[src/rtl/dnn_accel_system_oci_dct_pkg.sv]
// Shared types and constants for the OCI compressed-trace sequencer.
// Frame layout is {type[1:0], count[3:0], buffer[29:0]}.
package dnn_accel_system_oci_dct_pkg;

  localparam int DCT_BUF_W = 30;
  localparam int DCT_CNT_W = 4;
  localparam int FRAME_W   = 36;

  localparam logic [1:0] FRAME_TYPE_FULL    = 2'b01;
  localparam logic [1:0] FRAME_TYPE_PARTIAL = 2'b10;

  typedef enum logic [1:0] {
    IDLE  = 2'd0,
    RUN   = 2'd1,
    FLUSH = 2'd2,
    DONE  = 2'd3
  } dct_state_e;

  function automatic logic [FRAME_W-1:0] make_frame(input logic [1:0]           ftype,
                                                    input logic [DCT_CNT_W-1:0] cnt,
                                                    input logic [DCT_BUF_W-1:0] buffer);
    return {ftype, cnt, buffer};
  endfunction

endpackage

[src/rtl/dnn_accel_system_oci_dct_frame_reg.sv]
// Single-entry valid/ready holding register for outgoing trace frames.
// A load in the same cycle as an accept replaces the frame (back-to-back).
module dnn_accel_system_oci_dct_frame_reg
  import dnn_accel_system_oci_dct_pkg::*;
(
  input  logic               clk,
  input  logic               reset_n,
  input  logic               i_clr,
  input  logic               i_load,
  input  logic [FRAME_W-1:0] i_load_data,
  input  logic               i_ready,
  output logic               o_valid,
  output logic [FRAME_W-1:0] o_data,
  output logic               o_free
);

  logic               r_valid;
  logic [FRAME_W-1:0] r_data;

  always_ff @(posedge clk or negedge reset_n) begin
    if (!reset_n) begin
      r_valid <= 1'b0;
      r_data  <= '0;
    end else if (i_clr) begin
      r_valid <= 1'b0;
      r_data  <= '0;
    end else if (i_load) begin
      r_valid <= 1'b1;
      r_data  <= i_load_data;
    end else if (i_ready) begin
      r_valid <= 1'b0;
    end
  end

  assign o_valid = r_valid;
  assign o_data  = r_data;
  assign o_free  = !r_valid || i_ready;

endmodule

[src/rtl/dnn_accel_system_nios2_qsys_0_oci_dct_ctrl.sv]
// OCI compressed-trace sequencer: packs 2-bit atoms into a 30-bit buffer,
// emits full/partial frames and runs the test_ending/test_has_ended flush protocol.
module dnn_accel_system_nios2_qsys_0_oci_dct_ctrl
  import dnn_accel_system_oci_dct_pkg::*;
#(
  parameter int ATOMS_PER_FRAME = 15,
  parameter int DROP_CNT_W      = 8
) (
  input  logic                  clk,
  input  logic                  reset_n,
  input  logic                  enable,
  input  logic                  atom_valid,
  input  logic [1:0]            atom,
  input  logic                  flush_req,
  output logic                  frame_valid,
  output logic [FRAME_W-1:0]    frame_data,
  input  logic                  frame_ready,
  output logic [DCT_BUF_W-1:0]  dct_buffer,
  output logic [DCT_CNT_W-1:0]  dct_count,
  output logic                  test_ending,
  output logic                  test_has_ended,
  output logic                  overflow,
  output logic [DROP_CNT_W-1:0] drop_count
);

  localparam logic [DCT_CNT_W-1:0] FULL_CNT = DCT_CNT_W'(ATOMS_PER_FRAME);

  dct_state_e            r_state;
  logic                  r_test_ending;
  logic                  r_test_has_ended;
  logic [DCT_BUF_W-1:0]  r_dct_buffer;
  logic [DCT_CNT_W-1:0]  r_dct_count;
  logic                  r_overflow;
  logic [DROP_CNT_W-1:0] r_drop_count;

  logic                  w_full;
  logic                  w_take;
  logic                  w_load;
  logic                  w_frame_free;
  logic                  w_frame_valid;
  logic [FRAME_W-1:0]    w_frame_data;
  logic [FRAME_W-1:0]    w_load_data;

  assign w_full = (r_dct_count == FULL_CNT);
  // Partial frames only leave during FLUSH; in RUN we wait for a full buffer.
  assign w_take = ((r_state == RUN) && w_full) ||
                  ((r_state == FLUSH) && (r_dct_count != '0));
  assign w_load = w_take && w_frame_free;
  assign w_load_data = make_frame(w_full ? FRAME_TYPE_FULL : FRAME_TYPE_PARTIAL,
                                  r_dct_count, r_dct_buffer);

  dnn_accel_system_oci_dct_frame_reg u_frame_reg (
    .clk         (clk),
    .reset_n     (reset_n),
    .i_clr       (!enable),
    .i_load      (w_load),
    .i_load_data (w_load_data),
    .i_ready     (frame_ready),
    .o_valid     (w_frame_valid),
    .o_data      (w_frame_data),
    .o_free      (w_frame_free)
  );

  always_ff @(posedge clk or negedge reset_n) begin
    if (!reset_n) begin
      r_state          <= IDLE;
      r_test_ending    <= 1'b0;
      r_test_has_ended <= 1'b0;
    end else if (!enable) begin
      r_state          <= IDLE;
      r_test_ending    <= 1'b0;
      r_test_has_ended <= 1'b0;
    end else begin
      case (r_state)
        IDLE: r_state <= RUN;
        RUN: begin
          if (flush_req) begin
            r_state       <= FLUSH;
            r_test_ending <= 1'b1;
          end
        end
        FLUSH: begin
          if ((r_dct_count == '0) && !w_frame_valid) begin
            r_state          <= DONE;
            r_test_ending    <= 1'b0;
            r_test_has_ended <= 1'b1;
          end
        end
        default: r_state <= DONE;
      endcase
    end
  end

  always_ff @(posedge clk or negedge reset_n) begin
    if (!reset_n) begin
      r_dct_buffer <= '0;
      r_dct_count  <= '0;
      r_overflow   <= 1'b0;
      r_drop_count <= '0;
    end else if (!enable) begin
      r_dct_buffer <= '0;
      r_dct_count  <= '0;
      r_overflow   <= 1'b0;
      r_drop_count <= '0;
    end else begin
      if (w_load) begin
        r_dct_buffer <= '0;
        r_dct_count  <= '0;
      end
      if ((r_state == RUN) && atom_valid) begin
        if (w_load) begin
          r_dct_buffer <= {{(DCT_BUF_W-2){1'b0}}, atom};
          r_dct_count  <= DCT_CNT_W'(1);
        end else if (!w_full) begin
          r_dct_buffer <= {r_dct_buffer[DCT_BUF_W-3:0], atom};
          r_dct_count  <= r_dct_count + 1'b1;
        end else begin
          r_overflow <= 1'b1;
          if (r_drop_count != '1) r_drop_count <= r_drop_count + 1'b1;
        end
      end
    end
  end

  assign frame_valid    = w_frame_valid;
  assign frame_data     = w_frame_data;
  assign dct_buffer     = r_dct_buffer;
  assign dct_count      = r_dct_count;
  assign test_ending    = r_test_ending;
  assign test_has_ended = r_test_has_ended;
  assign overflow       = r_overflow;
  assign drop_count     = r_drop_count;

endmodule
[config.mk]
export PLATFORM = sky130hd
export DESIGN_NAME = dnn_accel_system_nios2_qsys_0_oci_dct_ctrl
export DESIGN_NICKNAME = d
export VERILOG_FILES = /design/src/rtl/dnn_accel_system_oci_dct_pkg.sv /design/src/rtl/dnn_accel_system_oci_dct_frame_reg.sv /design/src/rtl/dnn_accel_system_nios2_qsys_0_oci_dct_ctrl.sv
export SDC_FILE = /design/constraint.sdc
export NUM_CORES = 1
export LEC_CHECK = 0
export CORE_MARGIN = 3
export CORE_UTILIZATION = 53
export DETAILED_ROUTE_END_ITERATION = 12
export GPL_ROUTABILITY_DRIVEN = 0
export GPL_TIMING_DRIVEN = 0
export PLACE_DENSITY = 0.85
export SLEW_MARGIN = 20
export SYNTH_ARGS = -nofsm -noshare
export SYNTH_HDL_FRONTEND = slang
export SYNTH_SLANG_ARGS = --single-unit
[constraint.sdc]
create_clock -name clk -period 3.9 [get_ports clk]
set_clock_uncertainty 0.2 [all_clocks]
set_input_delay 0.78 -clock clk [delete_from_list [all_inputs] [get_ports clk]]
set_output_delay 0.78 -clock clk [all_outputs]
set_load 0.01 [all_outputs]
* Yosys cells after proc, flatten, opt, wreduce, memory -nomap -nowiden
Cells that the tools add are included.
** Word-level totals
- Register bits after elaboration :: 84
- Input bits :: 8
** Cells by class
- Eq/ne operators :: 15
- Muxes and demuxes :: 36
- Reductions and logical operators :: 16
- $add $sub $neg :: 2
** Operators by type and width (number)
- $mux W30 :: 5
- $mux W36 :: 2
- $mux W8 :: 5
- $mux W4 :: 5
- $mux W1 :: 13
- $ne A2 B1 Y1 const B :: 6
- $add A8 B1 Y8 const B :: 1
- $mux W2 :: 4
- $ne A8 B8 Y1 const B :: 1
- $ne A3 B1 Y1 const B :: 2
- $pmux W2 S3 :: 1
- $reduce_and A3 Y1 :: 2
- $logic_and A1 B1 Y1 :: 5
- $add A4 B1 Y4 const B :: 1
- $eq A4 B4 Y1 const B :: 1
- $logic_not A4 Y1 :: 1
- $reduce_and A2 Y1 :: 2
- $reduce_and A4 Y1 :: 1
- $reduce_bool A4 Y1 :: 1
- $ne A3 B2 Y1 const B :: 1
- $ne A3 B3 Y1 const B :: 1
- $eq A2 B1 Y1 const B :: 1
- $eq A2 B2 Y1 const B :: 1
- $logic_not A2 Y1 :: 1
- 4 further kinds :: 5

* Longest topological paths before layout
Gate-level depths: netlist of run 1.
- Depth after elaboration :: 9
- Gate-level depth with buffers :: 7
- Depth with buffers taken out :: 6

* Cells and area by module
A second synthesis of run 1 with hierarchy kept.
** Second synthesis, totals
- Cells, all modules :: 359
- Area, all modules :: 3871.2 µm²
** Modules (own cells, without submodules)
- dnn_accel_system_nios2_qsys_0_oci_dct_ctrl :: instances 1, seq. area each 1176.1 µm², cells each 239, area an instance 2344.7 µm²
- dnn_accel_system_oci_dct_frame_reg :: instances 1, seq. area each 925.9 µm², cells each 120, area an instance 1526.5 µm²

* Worst setup path before layout of run 1
Ideal clock, no wire load.
- Path type :: input port to flip-flop
- Start :: in frame_ready
- End :: reg r_drop_count[4], in the netlist drop_count[4]
- Data required time :: 3622 ps
- Path buffers :: 1
- Data arrival time :: 1817 ps
- Stages on the path :: 5
- Setup slack :: 1805 ps
- Cells stage by stage :: and2b_1 o2111ai_4 buf_6 or3_1 a21oi_1
** On the way
- Longest elaborated chain between the ends :: 4
** RTL lines
- start, declared :: RTL line dnn_accel_system_nios2_qsys_0_oci_dct_ctrl.sv:17 : input logic frame_ready,
- $logic_or A1 B1 Y1 :: RTL line dnn_accel_system_oci_dct_frame_reg.sv:37 : assign o_free = !r_valid || i_ready;
- $logic_and A1 B1 Y1 :: RTL line dnn_accel_system_nios2_qsys_0_oci_dct_ctrl.sv:48 : assign w_load = w_take && w_frame_free;
- $ne A2 B2 Y1 (no source line)
- $reduce_and A4 Y1 (no source line)
- end signal, assigned :: RTL line dnn_accel_system_nios2_qsys_0_oci_dct_ctrl.sv:119 : if (r_drop_count != '1) r_drop_count <= r_drop_count + 1'b1;
- end, declared :: RTL line dnn_accel_system_nios2_qsys_0_oci_dct_ctrl.sv:34 : logic [DROP_CNT_W-1:0] r_drop_count;
Every way passes these cells.
A chain may end at the register's enable or synchronous reset.

* Final worst setup path of run 1
- Start :: reg r_dct_count[2], in the netlist dct_count[2]
- End :: out dct_count[2]
** RTL lines
- start, declared :: RTL line dnn_accel_system_nios2_qsys_0_oci_dct_ctrl.sv:32 : logic [DCT_CNT_W-1:0] r_dct_count;
- start signal, assigned :: RTL line dnn_accel_system_nios2_qsys_0_oci_dct_ctrl.sv:116 : r_dct_count <= r_dct_count + 1'b1;
- end, declared :: RTL line dnn_accel_system_nios2_qsys_0_oci_dct_ctrl.sv:19 : output logic [DCT_CNT_W-1:0] dct_count,
No word-level cell between the ends.

==> flow_summary.html, run 1 <==
<table>
<tr><th>Metric</th><th>Value</th></tr>
<tr><th colspan="2">Run status</th></tr>
<tr><td>Status</td><td>completed</td></tr>
<tr><th colspan="2">Worst setup path</th></tr>
<tr><td>Crit path max-delay family</td><td>buffers and inverters</td></tr>
<tr><td>Critical path cell sequence</td><td>clkdlybuf4s50_1</td></tr>
<tr><td>Master of the slowest instance on the critical path</td><td>sky130_fd_sc_hd__clkdlybuf4s50_1</td></tr>
<tr><td>Worst Path Class, Setup</td><td>register to output pin</td></tr>
<tr><td>Critical Path End Type</td><td>output pin</td></tr>
<tr><td>Required time of the worst setup path</td><td>2920 ps</td></tr>
<tr><td>Critical path launch point type</td><td>register</td></tr>
<tr><td>Crit path largest cell delay</td><td>600 ps</td></tr>
<tr><td>Critical Path Fanout Max</td><td>9</td></tr>
<tr><td>Signal arrival time at the worst endpoint</td><td>1460 ps</td></tr>
<tr><td>Buf+Inv Stages, Crit Path</td><td>1</td></tr>
<tr><th colspan="2">Global routing</th></tr>
<tr><td>Initial antenna violation count</td><td>0</td></tr>
<tr><td>Global-route wire length before repair</td><td>16300 um</td></tr>
<tr><td>Number of global-route vias before repair</td><td>3226</td></tr>
<tr><td>All-layer global routing usage</td><td>24.7%</td></tr>
<tr><td>Largest net degree at the start of global routing</td><td>45</td></tr>
<tr><td>Remaining Overflow, GRT</td><td>0</td></tr>
<tr><th colspan="2">Clock tree</th></tr>
<tr><td>Total setup buffers inserted after CTS</td><td>0</td></tr>
<tr><td>Clock insertion delay at the later pin of the skew report</td><td>350 ps</td></tr>
<tr><td>Longest Clk Path Bufs</td><td>2</td></tr>
<tr><td>Total number of clock tree sinks</td><td>84</td></tr>
<tr><td>Deepest level of the CTS H-tree</td><td>3</td></tr>
<tr><td>CTS tree</td><td>done</td></tr>
<tr><td>Clock input transition at the sequential cells of the worst setup and hold paths</td><td>80 ps</td></tr>
<tr><td>Number of gates given a new drive strength after cts</td><td>0</td></tr>
<tr><td>Root buffer cell</td><td>sky130_fd_sc_hd__clkbuf_8</td></tr>
<tr><td>CTS Hold Bufs</td><td>0</td></tr>
<tr><td>Inserted Clock Buffers</td><td>9</td></tr>
<tr><th colspan="2">Timing</th></tr>
<tr><td>Final critical-path required period</td><td>2440 ps</td></tr>
<tr><td>Endpoints failing hold</td><td>0</td></tr>
<tr><td>Maximum frequency from static timing analysis</td><td>0.410 GHz</td></tr>
<tr><td>Setup violators final</td><td>0</td></tr>
<tr><td>Slew Limit Fails</td><td>0</td></tr>
<tr><td>Tightest slew margin relative to the limit</td><td>59.5%</td></tr>
<tr><td>Worst slew pin tran</td><td>599 ps</td></tr>
<tr><td>Worst setup margin</td><td>1460 ps</td></tr>
<tr><td>Final clock period utilization by the worst path</td><td>62.5%</td></tr>
<tr><td>Setup repair after global routing missed its margin</td><td>false</td></tr>
<tr><th colspan="2">Synth</th></tr>
<tr><td>Register bit total from synthesis</td><td>84</td></tr>
<tr><td>Post-Syn Area</td><td>3720 um^2</td></tr>
<tr><td>Count of flip-flops with a built-in enable after synthesis</td><td>0</td></tr>
<tr><td>Synth cell types</td><td>41</td></tr>
<tr><td>Primary flip-flop cell chosen by synthesis mapping</td><td>sky130_fd_sc_hd__dfrtp_1</td></tr>
<tr><td>Sequential area share after synthesis</td><td>56.5%</td></tr>
<tr><td>Yosys warning count</td><td>0</td></tr>
<tr><td>Cells after synthesis</td><td>361</td></tr>
<tr><td>Post-Syn Nets</td><td>372</td></tr>
<tr><td>Synth Area per Inst</td><td>10.3 um^2</td></tr>
<tr><td>Fraction of registers with async set or reset after synthesis</td><td>100%</td></tr>
<tr><th colspan="2">Floorplan</th></tr>
<tr><td>IO Pins</td><td>90</td></tr>
<tr><td>Placeable core region</td><td>6570 um^2</td></tr>
<tr><td>Full die area</td><td>8060 um^2</td></tr>
<tr><td>Cell row count</td><td>29</td></tr>
<tr><td>X dimension of the die</td><td>89.8 um</td></tr>
<tr><td>Starting utilization of the core area</td><td>56.7%</td></tr>
<tr><td>Vertical die dimension</td><td>89.8 um</td></tr>
<tr><th colspan="2">Drt</th></tr>
<tr><td>Drt drc</td><td>0</td></tr>
<tr><td>Total Wirelength</td><td>9680 um</td></tr>
<tr><td>DRT iter0 DRCs</td><td>212</td></tr>
<tr><td>Detailed-routing iteration count for the pre-antenna-repair pass</td><td>4</td></tr>
<tr><td>Total number of vias</td><td>3228</td></tr>
<tr><td>Number of vias per cell after detailed routing</td><td>5.78</td></tr>
<tr><td>Final routed wire length divided by cell count</td><td>17.3 um</td></tr>
<tr><td>Remaining antenna violation count after routing</td><td>0</td></tr>
<tr><th colspan="2">Flow run</th></tr>
<tr><td>Max cap viols</td><td>0</td></tr>
<tr><th colspan="2">Power</th></tr>
<tr><td>IR Drop Worst-Case VDD</td><td>0.211 mV</td></tr>
<tr><td>Sw power</td><td>440 uW</td></tr>
<tr><td>Combinational Power Share</td><td>11.7%</td></tr>
<tr><td>Net Sw Frac</td><td>25.1%</td></tr>
<tr><td>P per Cell Area</td><td>355 nW/um^2</td></tr>
<tr><td>Leakage power figure</td><td>0.00203 uW</td></tr>
<tr><td>Internal power consumption</td><td>1310 uW</td></tr>
<tr><td>Reg power frac</td><td>53.0%</td></tr>
<tr><td>Clock share of power</td><td>35.3%</td></tr>
<tr><th colspan="2">Finish</th></tr>
<tr><td>Utilization after layout</td><td>75.2%</td></tr>
<tr><td>Post-layout nets</td><td>473</td></tr>
<tr><td>Fraction of layout cells with a size suffix above 1</td><td>6.02%</td></tr>
<tr><td>Fillers</td><td>470</td></tr>
<tr><td>Number of inserted diodes</td><td>0</td></tr>
<tr><td>Area grow syn2layout</td><td>32.6%</td></tr>
<tr><td>FF/Latch Area</td><td>2100 um^2</td></tr>
<tr><td>Area taken by multi-input logic gates</td><td>1460 um^2</td></tr>
<tr><th colspan="2">Placement</th></tr>
<tr><td>Pre-CTS setup slack</td><td>1140 ps</td></tr>
<tr><td>IO buf count</td><td>89</td></tr>
<tr><td>Placed wire-length estimate after detailed placement</td><td>6630 um</td></tr>
<tr><th colspan="2">Worst hold path</th></tr>
<tr><td>Path class of the lowest-slack min-delay path</td><td>input port to async pin</td></tr>
</table>
==> routing by layer <==
layer	track usage, %	part of all wire, %
met1	34.2	44
met3	4.59	5.4
met5	0	0
met4	8.56	2.0
met2	39.5	48
==> power groups by stage <==
stage	Sequential, uW	Clock, uW	Combinational (uW)
detailed placement	946	0	204
global route	934	660	224
CTS	929	622	206
finish	931	619	205
floorplan	950	0	89.9
global placement	945	0	197
==> registers in the layout (all words and copies together) (netlist names) <==
signal / cells
dct_buffer: 30
u_frame_reg.o_valid: 1
drop_count: 8
test_ending: 1
dct_count: 4
u_frame_reg.o_data: 36
r_state: 2
test_has_ended: 1
overflow: 1
==> area by class of cell <==
class,instances,share of cell area (%)
buffer,28,2.89
clock buffer,12,3.14
clock inverter,2,0.710
inverter,6,0.456
multi-input combinational,243,29.5
sequential,84,42.6
tap,93,2.36
timing repair buffer,90,18.4
==> stage by stage <==
step / total power (uW) / instance area, um^2 / hold slack [ps] / setup TNS [ps] / cells
3_5_place_dp: 1150 / 4750 / 305 / 0 / 544
6_report: 1750 / 4940 / 215 / 0 / 558
3_3_place_gp: 1140 / 4730 / 289 / -89920 / 543
4_1_cts: 1760 / 4940 / 224 / 0 / 558
2_1_floorplan: 1040 / 3720 / 284 / 0 / 361
5_1_grt: 1820 / 4940 / 249 / 0 / 558
==> cell usage in the layout, fill, tap and decap left out, types with 3 or more instances in the layout <==
cell type / n
sky130_fd_sc_hd__nor3_1: 31
sky130_fd_sc_hd__mux2i_1: 36
sky130_fd_sc_hd__clkbuf_8: 11
sky130_fd_sc_hd__nand3_1: 6
sky130_fd_sc_hd__o22ai_1: 28
sky130_fd_sc_hd__dfrtp_1: 84
sky130_fd_sc_hd__buf_6: 3
sky130_fd_sc_hd__a21oi_1: 14
sky130_fd_sc_hd__nand2_1: 76
sky130_fd_sc_hd__or4_1: 3
sky130_fd_sc_hd__clkdlybuf4s50_1: 88
sky130_fd_sc_hd__or3_1: 3
sky130_fd_sc_hd__clkbuf_1: 17
sky130_fd_sc_hd__buf_4: 3
sky130_fd_sc_hd__inv_1: 5
sky130_fd_sc_hd__nor2_1: 7
sky130_fd_sc_hd__o31ai_1: 4
sky130_fd_sc_hd__o21ai_0: 5
sky130_fd_sc_hd__ha_1: 3
sky130_fd_sc_hd__buf_2: 6
==> logic make-up after synthesis <==
group | count (synthesis) | synth area share [%]
compound gates | 63 | 10.9
fa+ha+maj | 3 | 1.01
buf+inv | 34 | 4.44
xor+xnor | 2 | 0.471
mux | 36 | 9.68
simple gates | 139 | 17.0
flops | 84 | 56.5
==> cell usage after synthesis, drive strengths merged (2+ instances only) <==
| cell type | n | share of area [%] |
|---|---|---|
| ha | 3 | 1.0 |
| nand3 | 6 | 0.81 |
| o31ai | 4 | 0.81 |
| o21ai | 7 | 0.94 |
| dfrtp | 84 | 56 |
| mux2i | 36 | 9.7 |
| nor3 | 31 | 4.2 |
| nand2b | 2 | 0.34 |
| clkbuf | 16 | 1.6 |
| nor2 | 7 | 0.71 |
| or4 | 3 | 0.60 |
| o32ai | 2 | 0.47 |
| a21o | 2 | 0.40 |
| nor2b | 2 | 0.34 |
| or3 | 3 | 0.50 |
| inv | 6 | 0.60 |
| nand2 | 76 | 7.7 |
| a31oi | 2 | 0.34 |
| o22ai | 28 | 4.7 |
| a21oi | 14 | 1.9 |
| buf | 12 | 2.2 |
==> final timing paths <==
path / slack, ps / from / cells after the start / endpoint
setup / recovery: 1460 / dct_count[2] / 1 / dct_count[2]
hold / removal: 220 / reset_n / 1 / dct_buffer[9]
setup reg to reg: 1500 / dct_count[1] / 7 / u_frame_reg.o_data[33]
hold reg to reg: 320 / overflow / 2 / overflow
max in group asynchronous: 2670 / reset_n / 2 / u_frame_reg.o_data[32]
min in group clk: 320 / overflow / 2 / overflow
(Power assumes the default switching activity.)
==> run 2: changes to the inputs <==
CORE_UTILIZATION = 45   (was 53)
PLACE_DENSITY = 0.77   (was 0.85)
clock period = 2.2 ns   (was 3.9 ns; I/O delays follow)
==> run 2 against run 1 <==
Net effect: clock power rose by 83%; non-clock buffer count up 3; via count down 1.1%; cell count up 2.5%; critical path depth unchanged; total power rose by 80%; first-iteration DRC count down 8.0%; sequential power grew 77%; largest cell class unchanged.
==> flow_summary.html, run 2 (same netlist as run 1, synthesis figures left out) <==
<table>
<tr><th>Metric</th><th>Value</th></tr>
<tr><th colspan="2">Global routing</th></tr>
<tr><td>Largest net degree at the start of global routing</td><td>56 (was 45)</td></tr>
<tr><td>Global-route wire length before repair</td><td>16200 um (was 16300 um)</td></tr>
<tr><td>All-layer global routing usage</td><td>21.0% (was 24.7%)</td></tr>
<tr><td>Remaining Overflow, GRT</td><td>0 (unchanged)</td></tr>
<tr><td>Number of global-route vias before repair</td><td>3152 (was 3226)</td></tr>
<tr><td>Initial antenna violation count</td><td>0 (unchanged)</td></tr>
<tr><th colspan="2">Worst setup path</th></tr>
<tr><td>Endpoint of the most critical register-to-register path</td><td>dct_buffer[19] (was u_frame_reg.o_data[33])</td></tr>
<tr><td>Setup slack on the worst flop-to-flop path</td><td>120 ps (was 1500 ps)</td></tr>
<tr><td>Signal arrival time at the worst endpoint</td><td>1460 ps (about the same)</td></tr>
<tr><td>Reg2Reg Launch Point</td><td>dct_count[0] (was dct_count[1])</td></tr>
<tr><td>Crit path largest cell delay</td><td>590 ps (was 600 ps)</td></tr>
<tr><td>Buf+Inv Stages, Crit Path</td><td>1 (unchanged)</td></tr>
<tr><td>Stages on the worst setup path</td><td>1 (unchanged)</td></tr>
<tr><td>Critical Path End Type</td><td>output pin (unchanged)</td></tr>
<tr><td>Critical Path Fanout Max</td><td>8 (was 9)</td></tr>
<tr><td>Critical path cell sequence</td><td>clkdlybuf4s50_1 (unchanged)</td></tr>
<tr><td>Depth of the most critical reg-to-reg path</td><td>7 (unchanged)</td></tr>
<tr><td>Master of the slowest instance on the critical path</td><td>sky130_fd_sc_hd__clkdlybuf4s50_1 (unchanged)</td></tr>
<tr><td>Required time of the worst setup path</td><td>1560 ps (was 2920 ps)</td></tr>
<tr><td>Crit path max-delay family</td><td>buffers and inverters (unchanged)</td></tr>
<tr><td>Critical path launch point type</td><td>register (unchanged)</td></tr>
<tr><td>Worst Path Class, Setup</td><td>register to output pin (unchanged)</td></tr>
<tr><th colspan="2">Power</th></tr>
<tr><td>IR Drop Worst-Case VDD</td><td>0.373 mV (was 0.211 mV)</td></tr>
<tr><td>P per Cell Area</td><td>627 nW/um^2 (was 355 nW/um^2)</td></tr>
<tr><td>Leakage power figure</td><td>0.00205 uW (was 0.00203 uW)</td></tr>
<tr><th colspan="2">Timing</th></tr>
<tr><td>Setup violators final</td><td>0 (unchanged)</td></tr>
<tr><td>Final clock period utilization by the worst path</td><td>95.4%</td></tr>
<tr><td>Slew Limit Fails</td><td>0 (unchanged)</td></tr>
<tr><td>Worst hold slack</td><td>324 ps (was 215 ps)</td></tr>
<tr><td>Tightest slew margin relative to the limit</td><td>66.0% (was 59.5%)</td></tr>
<tr><td>Setup total negative slack</td><td>0 ps (unchanged)</td></tr>
<tr><td>Worst setup margin</td><td>101 ps (was 1460 ps)</td></tr>
<tr><td>Endpoints failing hold</td><td>0 (unchanged)</td></tr>
<tr><td>Final critical-path required period</td><td>2100 ps</td></tr>
<tr><td>Maximum frequency from static timing analysis</td><td>0.476 GHz</td></tr>
<tr><td>Worst slew pin tran</td><td>503 ps (was 599 ps)</td></tr>
<tr><td>Setup repair after global routing missed its margin</td><td>false (unchanged)</td></tr>
<tr><th colspan="2">Flow run</th></tr>
<tr><td>Max cap viols</td><td>0 (unchanged)</td></tr>
<tr><th colspan="2">Clock tree</th></tr>
<tr><td>Root buffer cell</td><td>sky130_fd_sc_hd__clkbuf_8 (unchanged)</td></tr>
<tr><td>Inserted Clock Buffers</td><td>9 (unchanged)</td></tr>
<tr><td>Total number of clock tree sinks</td><td>84 (unchanged)</td></tr>
<tr><td>CTS tree</td><td>done (unchanged)</td></tr>
<tr><td>Clock insertion delay at the later pin of the skew report</td><td>360 ps (was 350 ps)</td></tr>
<tr><td>Clock input transition at the sequential cells of the worst setup and hold paths</td><td>90 ps (was 80 ps)</td></tr>
<tr><td>Longest Clk Path Bufs</td><td>2 (unchanged)</td></tr>
<tr><td>Deepest level of the CTS H-tree</td><td>3 (unchanged)</td></tr>
<tr><th colspan="2">Floorplan</th></tr>
<tr><td>Starting utilization of the core area</td><td>47.2% (was 56.7%)</td></tr>
<tr><td>Vertical die dimension</td><td>97.0 um (was 89.8 um)</td></tr>
<tr><td>Cell row count</td><td>32 (was 29)</td></tr>
<tr><td>Placeable core region</td><td>7890 um^2 (was 6570 um^2)</td></tr>
<tr><td>X dimension of the die</td><td>97.0 um (was 89.8 um)</td></tr>
<tr><td>IO Pins</td><td>90 (unchanged)</td></tr>
<tr><td>Full die area</td><td>9400 um^2 (was 8060 um^2)</td></tr>
<tr><th colspan="2">Finish</th></tr>
<tr><td>Post-layout nets</td><td>476 (was 473)</td></tr>
<tr><td>Largest register FFs</td><td>36 (unchanged)</td></tr>
<tr><td>Area grow syn2layout</td><td>34.9% (was 32.6%)</td></tr>
<tr><td>Utilization after layout</td><td>63.7% (was 75.2%)</td></tr>
<tr><td>Fraction of layout cells with a size suffix above 1</td><td>9.36% (was 6.02%)</td></tr>
<tr><td>Most frequent standard cell in the layout excluding fill and tap cells</td><td>sky130_fd_sc_hd__clkdlybuf4s50_1 (unchanged)</td></tr>
<tr><td>Commonest cells after routing, fill and taps aside</td><td>sky130_fd_sc_hd__clkdlybuf4s50_1 (88), sky130_fd_sc_hd__dfrtp_1 (82), sky130_fd_sc_hd__nand2_1 (76), sky130_fd_sc_hd__mux2i_1 (36), sky130_fd_sc_hd__nor3_1 (31) (was sky130_fd_sc_hd__clkdlybuf4s50_1 (88), sky130_fd_sc_hd__dfrtp_1 (84), sky130_fd_sc_hd__nand2_1 (76), sky130_fd_sc_hd__mux2i_1 (36), sky130_fd_sc_hd__nor3_1 (31))</td></tr>
<tr><td>Number of inserted diodes</td><td>0 (unchanged)</td></tr>
<tr><th colspan="2">Drt</th></tr>
<tr><td>Detailed-routing iteration count for the pre-antenna-repair pass</td><td>4 (unchanged)</td></tr>
<tr><td>Final routed wire length divided by cell count</td><td>16.9 um (was 17.3 um)</td></tr>
<tr><td>Total Wirelength</td><td>9650 um (was 9680 um)</td></tr>
<tr><td>Drt drc</td><td>0 (unchanged)</td></tr>
<tr><td>DRT iter0 DRCs</td><td>195 (was 212)</td></tr>
<tr><td>Total number of vias</td><td>3192 (was 3228)</td></tr>
<tr><td>Number of vias per cell after detailed routing</td><td>5.58 (was 5.78)</td></tr>
<tr><td>Remaining antenna violation count after routing</td><td>0 (unchanged)</td></tr>
<tr><th colspan="2">Run status</th></tr>
<tr><td>Status</td><td>completed (unchanged)</td></tr>
<tr><th colspan="2">Placement</th></tr>
<tr><td>Pre-CTS setup slack</td><td>-259 ps (was 1140 ps)</td></tr>
<tr><td>Placed wire-length estimate after detailed placement</td><td>6730 um (was 6630 um)</td></tr>
<tr><td>IO buf count</td><td>89 (unchanged)</td></tr>
<tr><th colspan="2">Worst hold path</th></tr>
<tr><td>Path class of the lowest-slack min-delay path</td><td>register to register (was input port to async pin)</td></tr>
<tr><td>Start point of the worst hold path</td><td>test_has_ended</td></tr>
<tr><td>Worst Hold Path Cells</td><td>2</td></tr>
<tr><td>End of the worst hold path</td><td>test_has_ended</td></tr>
</table>
==> run 2: power breakdown <==
group | total (uW) | switching, uW | internal [uW] | leakage [uW]
combinational | 375 | 201 | 174 | 0.000802
clock | 1130 | 575 | 553 | 0.0000983
sequential | 1650 | 57.1 | 1590 | 0.00115
total | 3150 | 833 | 2320 | 0.00205
==> run 2: layout make-up <==
class | instances | area [um^2]
Buffer | 28 | 158
Clock inverter | 6 | 63.8
Timing Repair Buffer | 93 | 941
Sequential cell | 84 | 2100
Fill cell | 655 | 2870
Tap cell | 102 | 128
Clock buffer | 10 | 138
Multi-Input combinational cell | 243 | 1470
Inverter | 6 | 22.5
==> run 2: through the flow <==
step | instances | total power [uW] | area (um^2)
2_1_floorplan | 361 | 1840 | 3720
3_3_place_gp | 552 | 2030 | 4740
3_5_place_dp | 553 | 2040 | 4770
4_1_cts | 570 | 3160 | 4990
5_1_grt | 572 | 3270 | 5020
6_report | 572 | 3150 | 5020
==> run 2: worst max-delay path by stage <==
stage / from / endpoint / slack [ps]
floorplan: dct_count[0] / dct_buffer[10] / 230
CTS: dct_count[0] / dct_buffer[19] / 40
detailed placement: frame_ready / u_frame_reg.o_data[2] / -260
global placement: reset_n / drop_count[5] / -2500
finish: dct_count[3] / dct_count[3] / 100
global route: enable / u_frame_reg.o_data[9] / 20
==> run 2: per-layer routing <==
layer / vias up / track usage (%) / part of all wire (%)
li1: 1500 / - / -
met1: 1571 / 29.1 / 45
met2: 105 / 32.2 / 47
met3: 16 / 4.40 / 5.5
met4: 0 / 8.75 / 2.0
met5: - / 0 / 0
==> run 2: repair_timing <==
action,in CTS,in global routing
endpoints found under the setup margin,61,55
buffers inserted,0,2
endpoints found under the hold margin,29,0
resized for setup,8,8
hold buffers,1,0
pin swaps,0,1
==> run 3: changes to the inputs <==
CORE_UTILIZATION = 53   (was 45)
PLACE_DENSITY = 0.85   (was 0.77)
SLEW_MARGIN = unset   (was 20)
clock period = 2.72 ns   (was 2.2 ns; I/O delays follow)
==> run 3 against run 2 <==
Net effect: global-route usage grew 3.4 points; die area shrank 14%; register-to-register slack gained 270 ps; sequential share of layout area grew 0.41 points; combinational power shrank 21%; setup slack gained 280 ps; flip-flop and latch count is the same; first-iteration DRC count grew 20%; critical path depth grew 6; critical endpoint is now u_frame_reg.o_data[33]; largest cell class unchanged.
==> flow_summary.html, run 3 (same netlist as run 1, synthesis figures left out) <==
<table>
<tr><th>Metric</th><th>Value</th></tr>
<tr><th colspan="2">Run status</th></tr>
<tr><td>Status</td><td>completed (unchanged)</td></tr>
<tr><th colspan="2">Floorplan</th></tr>
<tr><td>Placeable core region</td><td>6570 um^2 (was 7890 um^2)</td></tr>
<tr><td>IO Pins</td><td>90 (unchanged)</td></tr>
<tr><td>X dimension of the die</td><td>89.8 um (was 97.0 um)</td></tr>
<tr><td>Vertical die dimension</td><td>89.8 um (was 97.0 um)</td></tr>
<tr><td>Full die area</td><td>8060 um^2 (was 9400 um^2)</td></tr>
<tr><td>Cell row count</td><td>29 (was 32)</td></tr>
<tr><td>Starting utilization of the core area</td><td>56.7% (was 47.2%)</td></tr>
<tr><th colspan="2">Drt</th></tr>
<tr><td>DRT iter0 DRCs</td><td>234 (was 195)</td></tr>
<tr><td>Remaining antenna violation count after routing</td><td>0 (unchanged)</td></tr>
<tr><td>Number of vias per cell after detailed routing</td><td>5.75 (was 5.58)</td></tr>
<tr><td>Total Wirelength</td><td>9510 um (was 9650 um)</td></tr>
<tr><td>Total number of vias</td><td>3227 (was 3192)</td></tr>
<tr><td>Final routed wire length divided by cell count</td><td>16.9 um (about the same)</td></tr>
<tr><td>Detailed-routing iteration count for the pre-antenna-repair pass</td><td>4 (unchanged)</td></tr>
<tr><td>Drt drc</td><td>0 (unchanged)</td></tr>
<tr><th colspan="2">Finish</th></tr>
<tr><td>Fillers</td><td>467 (was 655)</td></tr>
<tr><td>Post-layout nets</td><td>474 (was 476)</td></tr>
<tr><td>Finished Cell Area</td><td>4970 um^2 (was 5020 um^2)</td></tr>
<tr><td>Area grow syn2layout</td><td>33.4% (was 34.9%)</td></tr>
<tr><td>Utilization after layout</td><td>75.6% (was 63.7%)</td></tr>
<tr><td>Number of inserted diodes</td><td>0 (unchanged)</td></tr>
<tr><td>Most frequent standard cell in the layout excluding fill and tap cells</td><td>sky130_fd_sc_hd__clkdlybuf4s50_1 (unchanged)</td></tr>
<tr><td>Non-filler cells in the finished layout</td><td>561 (was 572)</td></tr>
<tr><td>Commonest cells after routing, fill and taps aside</td><td>sky130_fd_sc_hd__clkdlybuf4s50_1 (88), sky130_fd_sc_hd__dfrtp_1 (84), sky130_fd_sc_hd__nand2_1 (76), sky130_fd_sc_hd__mux2i_1 (36), sky130_fd_sc_hd__nor3_1 (31) (was sky130_fd_sc_hd__clkdlybuf4s50_1 (88), sky130_fd_sc_hd__dfrtp_1 (82), sky130_fd_sc_hd__nand2_1 (76), sky130_fd_sc_hd__mux2i_1 (36), sky130_fd_sc_hd__nor3_1 (31))</td></tr>
<tr><td>Fraction of layout cells with a size suffix above 1</td><td>6.41% (was 9.36%)</td></tr>
<tr><td>Largest register FFs</td><td>36 (unchanged)</td></tr>
<tr><td>FF/Latch Area</td><td>2100 um^2 (about the same)</td></tr>
<tr><td>Area taken by multi-input logic gates</td><td>1460 um^2 (was 1470 um^2)</td></tr>
<tr><th colspan="2">Placement</th></tr>
<tr><td>IO buf count</td><td>89 (unchanged)</td></tr>
<tr><td>Placed Area</td><td>4750 um^2 (was 4770 um^2)</td></tr>
<tr><td>Placed instance count</td><td>544 (was 553)</td></tr>
<tr><td>Placed wire-length estimate after detailed placement</td><td>6660 um (was 6730 um)</td></tr>
<tr><th colspan="2">Worst setup path</th></tr>
<tr><td>Setup slack on the worst flop-to-flop path</td><td>390 ps (was 120 ps)</td></tr>
<tr><td>Worst Path Class, Setup</td><td>register to register (was register to output pin)</td></tr>
<tr><td>Critical path launch point type</td><td>register (unchanged)</td></tr>
<tr><td>Critical Path Fanout Max</td><td>10 (was 8)</td></tr>
<tr><td>Required time of the worst setup path</td><td>2790 ps (was 1560 ps)</td></tr>
<tr><td>Master of the slowest instance on the critical path</td><td>sky130_fd_sc_hd__dfrtp_1 (was sky130_fd_sc_hd__clkdlybuf4s50_1)</td></tr>
<tr><td>Endpoint of the most critical register-to-register path</td><td>u_frame_reg.o_data[33] (was dct_buffer[19])</td></tr>
<tr><td>Depth of the most critical reg-to-reg path</td><td>7 (unchanged)</td></tr>
<tr><td>Critical path cell sequence</td><td>ha_1 -&gt; and4b_1 -&gt; o21ai_1 -&gt; a21oi_1 -&gt; buf_2 -&gt; buf_6 -&gt; mux2i_1 (was clkdlybuf4s50_1)</td></tr>
<tr><td>Reg2Reg Launch Point</td><td>dct_count[1] (was dct_count[0])</td></tr>
<tr><td>Crit path largest cell delay</td><td>430 ps (was 590 ps)</td></tr>
<tr><td>Critical Path End Type</td><td>register (was output pin)</td></tr>
<tr><td>Signal arrival time at the worst endpoint</td><td>2410 ps (was 1460 ps)</td></tr>
<tr><th colspan="2">Clock tree</th></tr>
<tr><td>Deepest level of the CTS H-tree</td><td>3 (unchanged)</td></tr>
<tr><td>Number of gates given a new drive strength after cts</td><td>0 (was 8)</td></tr>
<tr><td>Clock insertion delay at the later pin of the skew report</td><td>360 ps (about the same)</td></tr>
<tr><td>CTS tree</td><td>done (unchanged)</td></tr>
<tr><td>Longest Clk Path Bufs</td><td>2 (unchanged)</td></tr>
<tr><td>Clock input transition at the sequential cells of the worst setup and hold paths</td><td>90 ps (about the same)</td></tr>
<tr><td>Total number of clock tree sinks</td><td>84 (unchanged)</td></tr>
<tr><td>Root buffer cell</td><td>sky130_fd_sc_hd__clkbuf_8 (unchanged)</td></tr>
<tr><td>Inserted Clock Buffers</td><td>9 (unchanged)</td></tr>
<tr><th colspan="2">Global routing</th></tr>
<tr><td>All-layer global routing usage</td><td>24.5% (was 21.0%)</td></tr>
<tr><td>Number of global-route vias before repair</td><td>3285 (was 3152)</td></tr>
<tr><td>Remaining Overflow, GRT</td><td>0 (unchanged)</td></tr>
<tr><td>Initial antenna violation count</td><td>0 (unchanged)</td></tr>
<tr><td>Largest net degree at the start of global routing</td><td>68 (was 56)</td></tr>
<tr><td>Global-route wire length before repair</td><td>16200 um (about the same)</td></tr>
<tr><th colspan="2">Worst hold path</th></tr>
<tr><td>End of the worst hold path</td><td>test_has_ended (unchanged)</td></tr>
<tr><td>Path class of the lowest-slack min-delay path</td><td>register to register (unchanged)</td></tr>
<tr><td>Worst Hold Path Cells</td><td>2 (unchanged)</td></tr>
<tr><td>Start point of the worst hold path</td><td>test_has_ended (unchanged)</td></tr>
<tr><th colspan="2">Power</th></tr>
<tr><td>IR Drop Worst-Case VDD</td><td>0.314 mV (was 0.373 mV)</td></tr>
<tr><td>P per Cell Area</td><td>512 nW/um^2 (was 627 nW/um^2)</td></tr>
<tr><td>Total power</td><td>2540 uW (was 3150 uW)</td></tr>
<tr><td>Leakage power figure</td><td>0.00204 uW (was 0.00205 uW)</td></tr>
<tr><th colspan="2">Timing</th></tr>
<tr><td>Maximum frequency from static timing analysis</td><td>0.428 GHz</td></tr>
<tr><td>Worst hold slack</td><td>322 ps (was 324 ps)</td></tr>
<tr><td>Setup violators final</td><td>0 (unchanged)</td></tr>
<tr><td>Setup repair after global routing missed its margin</td><td>false (unchanged)</td></tr>
<tr><td>Final critical-path required period</td><td>2330 ps</td></tr>
<tr><td>Final clock period utilization by the worst path</td><td>85.8%</td></tr>
<tr><td>Slew Limit Fails</td><td>0 (unchanged)</td></tr>
<tr><td>Tightest slew margin relative to the limit</td><td>64.1% (was 66.0%)</td></tr>
<tr><td>Endpoints failing hold</td><td>0 (unchanged)</td></tr>
<tr><td>Worst slew pin tran</td><td>531 ps (was 503 ps)</td></tr>
<tr><th colspan="2">Flow run</th></tr>
<tr><td>Max cap viols</td><td>0 (unchanged)</td></tr>
</table>
-- run 3: layout make-up --
type | count | area share [%]
Clock buffer | 12 | 3.12
Clock inverter | 4 | 0.957
Timing Repair Buffer | 91 | 18.6
Inverter | 6 | 0.453
Tap cell | 93 | 2.34
Buffer | 28 | 2.87
Sequential cell | 84 | 42.3
Multi-Input combinational cell | 243 | 29.3
-- run 3: what timing repair did --
item / in CTS / in global routing
endpoints found under the hold margin: 17 / 0
hold buffers: 1 / 0
buffers inserted: 0 / 0
-- run 3: worst max path at each step --
stage | startpoint | endpoint | slack, ps | depth (start not counted)
floorplan | dct_count[0] | dct_buffer[10] | 750 | 7
global placement | reset_n | drop_count[6] | -2020 | 1
detailed placement | frame_ready | u_frame_reg.o_data[5] | 190 | 6
CTS | dct_count[0] | u_frame_reg.o_data[33] | 410 | 7
global route | dct_count[0] | u_frame_reg.o_data[33] | 220 | 7
finish | dct_count[1] | u_frame_reg.o_data[33] | 390 | 7
-- run 3: metal layers --
metal  share of wire, %  vias up  global-route usage, %
li1                   -     1484                      -
met3                5.8       14                   3.59
met4                1.8        0                   8.43
met1                 44     1602                   33.6
met2                 49      127                   40.2
met5                  0        -                      0
-- run 3: worst max-delay path: cells and delay by family (launching register included) --
kind | cells | cell delay, ps
fa+ha+maj | 1 | 240
mux | 1 | 210
compound gates | 2 | 380
simple gates | 1 | 250
flops | 1 | 430
buf+inv | 2 | 520
-- run 3: through the flow --
step,setup WS (ps),setup TNS [ps]
floorplan,754,0
global placement,-2020,-169220
detailed placement,191,0
CTS,407,0
global route,223,0
finish,386,0
-- run 3: where the power goes --
part,total [uW],internal (uW),leakage [uW],switching [uW]
combinational,297,137,0.000779,160
sequential,1330,1290,0.00116,47.1
clock,912,472,0.000102,440
